**config.mk**
```make
export PLATFORM = sky130hd
export DESIGN_NAME = mem_access_ctrl_flat
export DESIGN_NICKNAME = d
export VERILOG_FILES = /design/src/rtl/mem_access_ctrl_if.sv /design/src/rtl/mem_access_ctrl.sv /design/src/flat_wrapper.sv
export SDC_FILE = /design/constraint.sdc
export NUM_CORES = 1
export LEC_CHECK = 0
export CORE_MARGIN = 2
export CORE_UTILIZATION = 44
export DETAILED_ROUTE_END_ITERATION = 8
export GPL_TIMING_DRIVEN = 0
export HOLD_SLACK_MARGIN = 0.12
export PLACE_DENSITY = 0.8
export SETUP_SLACK_MARGIN = 0.05
export SLEW_MARGIN = 30
export SYNTH_ARGS = -nofsm -noshare
export SYNTH_HDL_FRONTEND = slang
export SYNTH_SLANG_ARGS = --single-unit
```
**constraint.sdc**
```tcl
create_clock -name clk -period 2.25 [get_ports clk]
set_input_delay 0.675 -clock clk [delete_from_list [all_inputs] [get_ports clk]]
set_output_delay 0.675 -clock clk [all_outputs]
set_load 0.005 [all_outputs]
```
**src/rtl/mem_access_ctrl_if.sv**
```systemverilog
// Data-side SRAM-like bus between the MEM-stage access controller (master)
// and the bus bridge (slave): one request channel, one response channel.
interface mem_access_ctrl_if #(
  parameter int ADDR_W = 32
);
  logic              data_req_o;
  logic              data_wr_o;
  logic [1:0]        data_size_o;
  logic [ADDR_W-1:0] data_addr_o;
  logic [3:0]        data_wstrb_o;
  logic [31:0]       data_wdata_o;
  logic              data_addr_ok_i;
  logic              data_data_ok_i;
  logic [31:0]       data_rdata_i;

  modport master (
    output data_req_o, data_wr_o, data_size_o, data_addr_o, data_wstrb_o, data_wdata_o,
    input  data_addr_ok_i, data_data_ok_i, data_rdata_i
  );

  modport slave (
    input  data_req_o, data_wr_o, data_size_o, data_addr_o, data_wstrb_o, data_wdata_o,
    output data_addr_ok_i, data_data_ok_i, data_rdata_i
  );
endinterface

```
**src/rtl/mem_access_ctrl.sv**
```systemverilog
// MEM-stage load/store sequencer for a single-outstanding SRAM-like data port.
// Builds lane-aligned strobes/data for SB/SH/SW/SC/SWL/SWR, stalls the pipeline
// until the bus transaction finishes and survives flushes mid-transaction.
module mem_access_ctrl #(
  parameter int ADDR_W = 32
) (
  input  logic              clk,
  input  logic              rst_n,
  input  logic              mem_en_i,
  input  logic              mem_we_i,
  input  logic [3:0]        store_type_i,
  input  logic [ADDR_W-1:0] mem_addr_i,
  input  logic [31:0]       mem_wdata_i,
  input  logic              flush_i,
  output logic              stall_o,
  output logic [31:0]       rdata_o,
  output logic              rdata_valid_o,
  mem_access_ctrl_if.master bus
);

  localparam logic [3:0] STORE_SB  = 4'd0;
  localparam logic [3:0] STORE_SH  = 4'd1;
  localparam logic [3:0] STORE_SW  = 4'd2;
  localparam logic [3:0] STORE_SC  = 4'd3;
  localparam logic [3:0] STORE_SWL = 4'd4;
  localparam logic [3:0] STORE_SWR = 4'd5;

  typedef enum logic [2:0] {S_IDLE, S_REQ, S_WAIT, S_DONE, S_CANCEL} state_t;

  state_t            state_reg, state_next;
  logic              wr_reg;
  logic [1:0]        size_reg, size_next;
  logic [ADDR_W-1:0] addr_reg, addr_next;
  logic [3:0]        wstrb_reg, wstrb_next;
  logic [31:0]       wdata_reg, wdata_next;
  logic [31:0]       rdata_reg;
  logic              capture, rdata_load;
  logic [1:0]        lane;

  assign lane = mem_addr_i[1:0];

  // Decode the incoming access into bus size, address, strobes and aligned data.
  always_comb begin
    size_next  = 2'd2;
    addr_next  = {mem_addr_i[ADDR_W-1:2], 2'b00};
    wstrb_next = 4'b0000;
    wdata_next = 32'h0;
    if (mem_we_i) begin
      case (store_type_i)
        STORE_SB: begin
          size_next  = 2'd0;
          addr_next  = mem_addr_i;
          wstrb_next = 4'b0001 << lane;
          wdata_next = {24'h0, mem_wdata_i[7:0]} << {lane, 3'b000};
        end
        STORE_SH: begin
          size_next  = 2'd1;
          addr_next  = mem_addr_i;
          wstrb_next = lane[1] ? 4'b1100 : 4'b0011;
          wdata_next = lane[1] ? {mem_wdata_i[15:0], 16'h0} : {16'h0, mem_wdata_i[15:0]};
        end
        STORE_SWL: begin
          wstrb_next = 4'b1111 >> (2'd3 - lane);
          wdata_next = mem_wdata_i >> {(2'd3 - lane), 3'b000};
        end
        STORE_SWR: begin
          wstrb_next = 4'b1111 << lane;
          wdata_next = mem_wdata_i << {lane, 3'b000};
        end
        STORE_SW, STORE_SC: begin
          wstrb_next = 4'b1111;
          wdata_next = mem_wdata_i;
        end
        default: begin
          wstrb_next = 4'b1111;
          wdata_next = mem_wdata_i;
        end
      endcase
    end
  end

  // Next-state and handshake/stall outputs; a flush after acceptance must still drain data_ok.
  always_comb begin
    state_next    = state_reg;
    stall_o       = 1'b0;
    bus.data_req_o = 1'b0;
    capture       = 1'b0;
    rdata_load    = 1'b0;
    rdata_valid_o = 1'b0;
    case (state_reg)
      S_IDLE: begin
        if (mem_en_i && !flush_i) begin
          capture    = 1'b1;
          stall_o    = 1'b1;
          state_next = S_REQ;
        end
      end
      S_REQ: begin
        stall_o        = 1'b1;
        bus.data_req_o = 1'b1;
        if (flush_i) begin
          if (bus.data_addr_ok_i && !bus.data_data_ok_i) state_next = S_CANCEL;
          else                                             state_next = S_IDLE;
        end else if (bus.data_addr_ok_i) begin
          if (bus.data_data_ok_i) begin
            rdata_load = !wr_reg;
            state_next = S_DONE;
          end else begin
            state_next = S_WAIT;
          end
        end
      end
      S_WAIT: begin
        stall_o = 1'b1;
        if (bus.data_data_ok_i) begin
          if (flush_i) begin
            state_next = S_IDLE;
          end else begin
            rdata_load = !wr_reg;
            state_next = S_DONE;
          end
        end else if (flush_i) begin
          state_next = S_CANCEL;
        end
      end
      S_DONE: begin
        rdata_valid_o = !wr_reg && !flush_i;
        state_next    = S_IDLE;
      end
      S_CANCEL: begin
        stall_o = 1'b1;
        if (bus.data_data_ok_i) state_next = S_IDLE;
      end
      default: state_next = S_IDLE;
    endcase
  end

  // State register.
  always_ff @(posedge clk or negedge rst_n) begin
    if (!rst_n) state_reg <= S_IDLE;
    else        state_reg <= state_next;
  end

  // Request registers hold the bus fields stable for the whole request phase.
  always_ff @(posedge clk or negedge rst_n) begin
    if (!rst_n) begin
      wr_reg    <= 1'b0;
      size_reg  <= 2'd0;
      addr_reg  <= '0;
      wstrb_reg <= 4'b0000;
      wdata_reg <= 32'h0;
    end else if (capture) begin
      wr_reg    <= mem_we_i;
      size_reg  <= size_next;
      addr_reg  <= addr_next;
      wstrb_reg <= wstrb_next;
      wdata_reg <= wdata_next;
    end
  end

  // Load data is latched only for a live (non-cancelled) load response.
  always_ff @(posedge clk or negedge rst_n) begin
    if (!rst_n)          rdata_reg <= 32'h0;
    else if (rdata_load) rdata_reg <= bus.data_rdata_i;
  end

  assign rdata_o          = rdata_reg;
  assign bus.data_wr_o    = wr_reg;
  assign bus.data_size_o  = size_reg;
  assign bus.data_addr_o  = addr_reg;
  assign bus.data_wstrb_o = wstrb_reg;
  assign bus.data_wdata_o = wdata_reg;

endmodule
```
**src/flat_wrapper.sv**
```systemverilog
// flat-port wrapper written by rule: the top's interface ports become plain ports
module mem_access_ctrl_flat 
#(
  parameter int ADDR_W = 32
)
  (clk, rst_n, mem_en_i, mem_we_i, store_type_i, mem_addr_i, mem_wdata_i, flush_i, stall_o, rdata_o, rdata_valid_o, bus_data_req_o, bus_data_wr_o, bus_data_size_o, bus_data_addr_o, bus_data_wstrb_o, bus_data_wdata_o, bus_data_addr_ok_i, bus_data_data_ok_i, bus_data_rdata_i);
  mem_access_ctrl_if #(.ADDR_W(ADDR_W)) bus_i ();
  input  logic clk;
  input  logic rst_n;
  input  logic mem_en_i;
  input  logic mem_we_i;
  input  logic [3:0] store_type_i;
  input  logic [ADDR_W-1:0] mem_addr_i;
  input  logic [31:0] mem_wdata_i;
  input  logic flush_i;
  output logic stall_o;
  output logic [31:0] rdata_o;
  output logic rdata_valid_o;
  output wire logic [$bits(bus_i.data_req_o)-1:0] bus_data_req_o;
  output wire logic [$bits(bus_i.data_wr_o)-1:0] bus_data_wr_o;
  output wire logic [$bits(bus_i.data_size_o)-1:0] bus_data_size_o;
  output wire logic [$bits(bus_i.data_addr_o)-1:0] bus_data_addr_o;
  output wire logic [$bits(bus_i.data_wstrb_o)-1:0] bus_data_wstrb_o;
  output wire logic [$bits(bus_i.data_wdata_o)-1:0] bus_data_wdata_o;
  input wire logic [$bits(bus_i.data_addr_ok_i)-1:0] bus_data_addr_ok_i;
  input wire logic [$bits(bus_i.data_data_ok_i)-1:0] bus_data_data_ok_i;
  input wire logic [$bits(bus_i.data_rdata_i)-1:0] bus_data_rdata_i;
  assign bus_data_req_o = bus_i.data_req_o;
  assign bus_data_wr_o = bus_i.data_wr_o;
  assign bus_data_size_o = bus_i.data_size_o;
  assign bus_data_addr_o = bus_i.data_addr_o;
  assign bus_data_wstrb_o = bus_i.data_wstrb_o;
  assign bus_data_wdata_o = bus_i.data_wdata_o;
  assign bus_i.data_addr_ok_i = bus_data_addr_ok_i;
  assign bus_i.data_data_ok_i = bus_data_data_ok_i;
  assign bus_i.data_rdata_i = bus_data_rdata_i;
  mem_access_ctrl #(.ADDR_W(ADDR_W)) u_core (.clk(clk), .rst_n(rst_n), .mem_en_i(mem_en_i), .mem_we_i(mem_we_i), .store_type_i(store_type_i), .mem_addr_i(mem_addr_i), .mem_wdata_i(mem_wdata_i), .flush_i(flush_i), .stall_o(stall_o), .rdata_o(rdata_o), .rdata_valid_o(rdata_valid_o), .bus(bus_i));
endmodule
```
=== Word level (Yosys, flattened, before mapping) ===
Cells that the tools add are included.
Widths: inputs -> output; s select.

* Bits in latches: 0
* Output and inout bits: 106
* Bits in read-only memories: 0
* Register bits: 106
* Bits of input ports: 107
* Memories: 0
* Memory bits (writable): 0

* Equal/unequal tests: 11
* $lt $le $gt $ge: 0
* Div/mod/pow operators: 0
* Reduce and logical (&&, ||, !) cells: 11
* Multipliers: 0
* $add $sub $neg: 1
* Shift operators: 6
* Mux-type cells: 31
* Bitwise logic cells: 0

{| class="wikitable"
|+ Operators by type and width
! kind !! count
|-
| $pmux 32 s4 || 1
|-
| $mux 32 || 2
|-
| $shl 32x5->32 || 1
|-
| $shl 8x5->32 || 1
|-
| $shr 32x5->32 || 1
|-
| $mux 3 || 7
|-
| $pmux 4 s4 || 1
|-
| $pmux 3 s4 || 1
|-
| $mux 1 || 10
|-
| $eq 4x3->1 const B || 2
|-
| $mux 2 || 4
|-
| $mux 4 || 2
|-
| $eq 3x2->1 const B || 2
|-
| $ne 3x3->1 const B || 2
|-
| $eq 4x1->1 const B || 1
|-
| $logic_not 4->1 || 1
|-
| $pmux 1 s2 || 2
|-
| $pmux 2 s2 || 1
|-
| $reduce_and 4->1 || 1
|-
| $shl 1x2->4 const A || 1
|-
| $shl 4x2->4 const A || 1
|-
| $shr 4x2->4 const A || 1
|-
| $eq 3x1->1 const B || 1
|-
| $eq 3x3->1 const B || 1
|-
| 8 further kinds || 12
|}

=== Logic depth before layout (Yosys ltp) ===
* Word-level depth: 5
* Gate-level depth with buffers: 7
* Gate-level depth less buffers: 4

=== Worst setup path after synthesis ===
No wires, ideal clock.

* Kind: input port to flip-flop
* From: input mem_addr_i[0]
* To: register u_core.wdata_reg[10], in the netlist u_core.bus.data_wdata_o[10]
* Required time: 2.170 ns
* Stages on the path: 6
* Setup slack: -0.080 ns
* Buffers on the path: 2
* Data arrival time: 2.249 ns
* Path through: clkbuf_1 > or3b_1 > a2111o_1 > or2_0 > buf_4 > o211ai_2

* Longest elaborated chain between the ends: 4
* Elaborated cells on any way between the ends: 6
* Those cells by class: add/sub (1); shift (3); mux (2)

{| class="wikitable"
|+ Ends and longest elaborated chain
! item !! RTL line !! text
|-
| start: declaration || flat_wrapper.sv:13 || <nowiki>input logic [ADDR_W-1:0] mem_addr_i;</nowiki>
|-
| $sub 2x2->2 || mem_access_ctrl.sv:64 || <nowiki>wdata_next = mem_wdata_i >> {(2'd3 - lane), 3'b000};</nowiki>
|-
| $shr 32x5->32 || mem_access_ctrl.sv:64 ||
|-
| $pmux 32 s4 (*) || mem_access_ctrl.sv:49 || <nowiki>case (store_type_i)</nowiki>
|-
| $mux 32 (*) || mem_access_ctrl.sv:48 || <nowiki>if (mem_we_i) begin</nowiki>
|-
| end signal: assignment || mem_access_ctrl.sv:157 || <nowiki>wdata_reg <= wdata_next;</nowiki>
|-
| end: declaration || mem_access_ctrl.sv:35 || <nowiki>logic [31:0] wdata_reg, wdata_next;</nowiki>
|}

Mark *: on every way between the ends. The rest lies on a longest branch, timed or not.
A chain may end at the register's enable or synchronous reset.

=== Worst setup path in the final report ===
* From: input mem_addr_i[1]
* To: register u_core.wdata_reg[0], in the netlist u_core.bus.data_wdata_o[0]

Same word-level chain as after synthesis.

==> impl_metrics.toml <==
[timing]
fin_setup_tns_ps = 0
worst_slew_pin_slew_ps = 682
final.period_utilization_pct = 94.3
finalSetupViolCount = 0
max_freq_ghz = 0.471
report.final.slew_viol_count = 0
final_hold_viol_count = 0
rsz_0062_raised_after_global_routing = "false"
max-slew-margin-rel_pct = 54.6
skew_ps = 4.26
hold_ws_ps = 216
period_needed_ps = 2120
final.setup.worst_slack_ps = 128

[run_status]
status = "finished clean"

[die]
floorplan.die.height_microns = 114
placementRows = 40
starting_density_of_the_core_pct = 44.9
die_area_sq_mm = 0.0131
ios = 213
die_width_microns = 114
placeableCoreArea_sq_mm = 0.0120

[route]
post_drt_via_cell_ratio = 5.79
total_via_count_in_the_routed_design = 5086
detail-route-antenna-nets = 0
dr.pass1.iters = 5
initialDrtViolationCount = 509
totalWireLength_mm = 18.5
wl_per_cell_microns = 21.0
drcViolationCount = 0

[grt]
grt-ovfl-total = 0
grt.total_usage_pct = 28.6
grt_antenna_before_repair = 0
maximum_number_of_pins_on_one_net_before_global_route_repair = 74
grt_pass1_vias = 5205
grt_pass1_wl_mm = 28.5

[hold_path]
hold_class = "primary input to asynchronous set/reset pin"

[yosys]
seq_area_frac_synth_pct = 49.4
synth-edff-count = 0
ys_warn_count = 0
postSynthAreaPerCell_sq_um = 10.8
syn-instance-count = 496
syn-cell-area_sq_mm = 0.00537
ys_types = 45
synth_seq_cells = 106
synthesized_nets = 603
synth_ff_type = "dfrtp_1"
ys_async_sr_fraction_pct = 100

[worst_setup_path]
critPathLaunchType = "primary input"
cp.arrival_ps = 2320
worst_r2r_startpoint = "u_core.state_reg[1]"
setup.reg_to_reg.worst_slack_ps = 150
timing.critical_path.required_ps = 2450
startpoint = "mem_addr_i[1]"
crit_path_max_fanout = 10
endpoint_kind = "flop"
critical_path_class = "primary input to flop"

[clocking]
clkSlewWorstSetupHoldPaths_ps = 70
htreeDepth = 3
cts_made_buffers = 9
ctsLongestPathBuffers = 2
tritoncts = "yes"
cts-root-buf = "clkbuf_16"
clock_insertion_delay_worst_skew_ps = 350
tritoncts_num_sinks = 106

[final_layout]
post-route-cell-area_sq_mm = 0.00819
layout-drive-gt1-share_pct = 19.4
antennaDiodeCount = 0
filler_cell_count = 903
instances_no_fill = 879
final_cell_mix = "clkdlybuf4s50_1 (200), dfrtp_1 (105), mux2_2 (65)"
area.growth.synth_to_final_pct = 52.6
nets = 834
final_core_util_pct = 68.5
layout_commonest_cell = "clkdlybuf4s50_1"

[placement]
placement_setup_slack_ps = -815
placement.cell_area_sq_mm = 0.00771
hpwl_mm = 13.4
dp_cell_count = 855
io_buffer_count = 210
gp_congestion = 0.932

[power]
power-per-cell-area_mw_per_mm2 = 1070
report.power.total_mw = 8.77
worst_ir_drop_vdd_v = 0.000661
leakagePower_nw = 3.49

[flow_run]
cap_violations = 0
[worst paths after layout]
kind                                          endpoint  depth (start not counted)
max                         u_core.bus.data_wdata_o[0]                          6
min                        u_core.bus.data_wdata_o[18]                          1
max reg2reg                u_core.bus.data_wdata_o[12]                          6
min reg2reg                 u_core.bus.data_wstrb_o[0]                          2
max in group asynchronous          u_core.state_reg[0]                          2
min in group clk            u_core.bus.data_wstrb_o[0]                          2
[cell families (layout without fill, tap and decap cells)]
kind of cell / count (synthesis) / count (layout) / synth area share [%]
flops: 106 / 106 / 49.4
buf+inv: 55 / 291 / 4.15
mux: 87 / 87 / 17.8
compound gates: 138 / 138 / 17.9
simple gates: 109 / 109 / 10.5
xor+xnor: 1 / 1 / 0.163
[power breakdown]
part,total (mW),internal (mW),switching (mW),leakage [nW]
clock,1.62,0.901,0.721,0.150
sequential,3.32,2.80,0.519,1.32
combinational,3.83,2.47,1.37,2.02
[routing by layer]
| layer | up-vias | GRT usage, % | part of all wire [%] |
|---|---|---|---|
| li1 | 2283 | - | - |
| met5 | - | 0 | 0 |
| met4 | 0 | 11.5 | 2.6 |
| met1 | 2469 | 36.6 | 38 |
| met3 | 46 | 7.09 | 8.4 |
| met2 | 288 | 46.7 | 51 |
[cell usage after synthesis (all sizes together), types with 2 or more instances]
| master | n | area [sq um] |
|---|---|---|
| o21ai | 38 | 190 |
| clkbuf | 29 | 109 |
| mux2i | 18 | 180 |
| nor3b | 2 | 15.0 |
| a22oi | 8 | 60.1 |
| a21oi | 24 | 120 |
| nand2 | 32 | 120 |
| and3 | 2 | 12.5 |
| a221oi | 2 | 17.5 |
| o32ai | 2 | 17.5 |
| dfrtp | 106 | 2650 |
| nand3b | 5 | 37.5 |
| a2bb2oi | 7 | 61.3 |
| a211oi | 4 | 30.0 |
| or2 | 2 | 12.5 |
| o221ai | 15 | 131 |
| nor2b | 9 | 56.3 |
| and2 | 8 | 50.1 |
| nor2 | 20 | 75.1 |
| o211ai | 26 | 230 |
| nand3 | 9 | 45.0 |
| inv | 19 | 71.3 |
| a22o | 2 | 17.5 |
| or3 | 2 | 12.5 |
| mux2 | 69 | 777 |
| nand2b | 5 | 31.3 |
| buf | 7 | 42.5 |
| or3b | 2 | 17.5 |
| a211o | 7 | 61.3 |
| nor3 | 6 | 30.0 |
[area by class of cell]
type / instances / area, sq um / share of cell area (%)
buffer: 33 / 185 / 2.26
clock buffer: 11 / 243 / 2.96
clock inverter: 5 / 61.3 / 0.749
inverter: 19 / 71.3 / 0.871
multi-input combinational: 335 / 2580 / 31.5
sequential: 106 / 2650 / 32.4
tap: 147 / 184 / 2.25
timing repair buffer: 223 / 2210 / 27.0
[repair_timing]
item | in CTS | in global routing
buffers inserted | 8 | 3
hold buffers | 0 | 0
pin swaps | 3 | 3
setup endpoints to repair | 97 | 76
resized for setup | 34 | 35
[critical path, cell delays in order]
cell	delay, ps
clkdlybuf4s50_1	510
clkbuf_2	210
nor2_1	70
and2_1	190
o31ai_4	470
o221ai_1	190
Power figures use the tool's default switching activity.
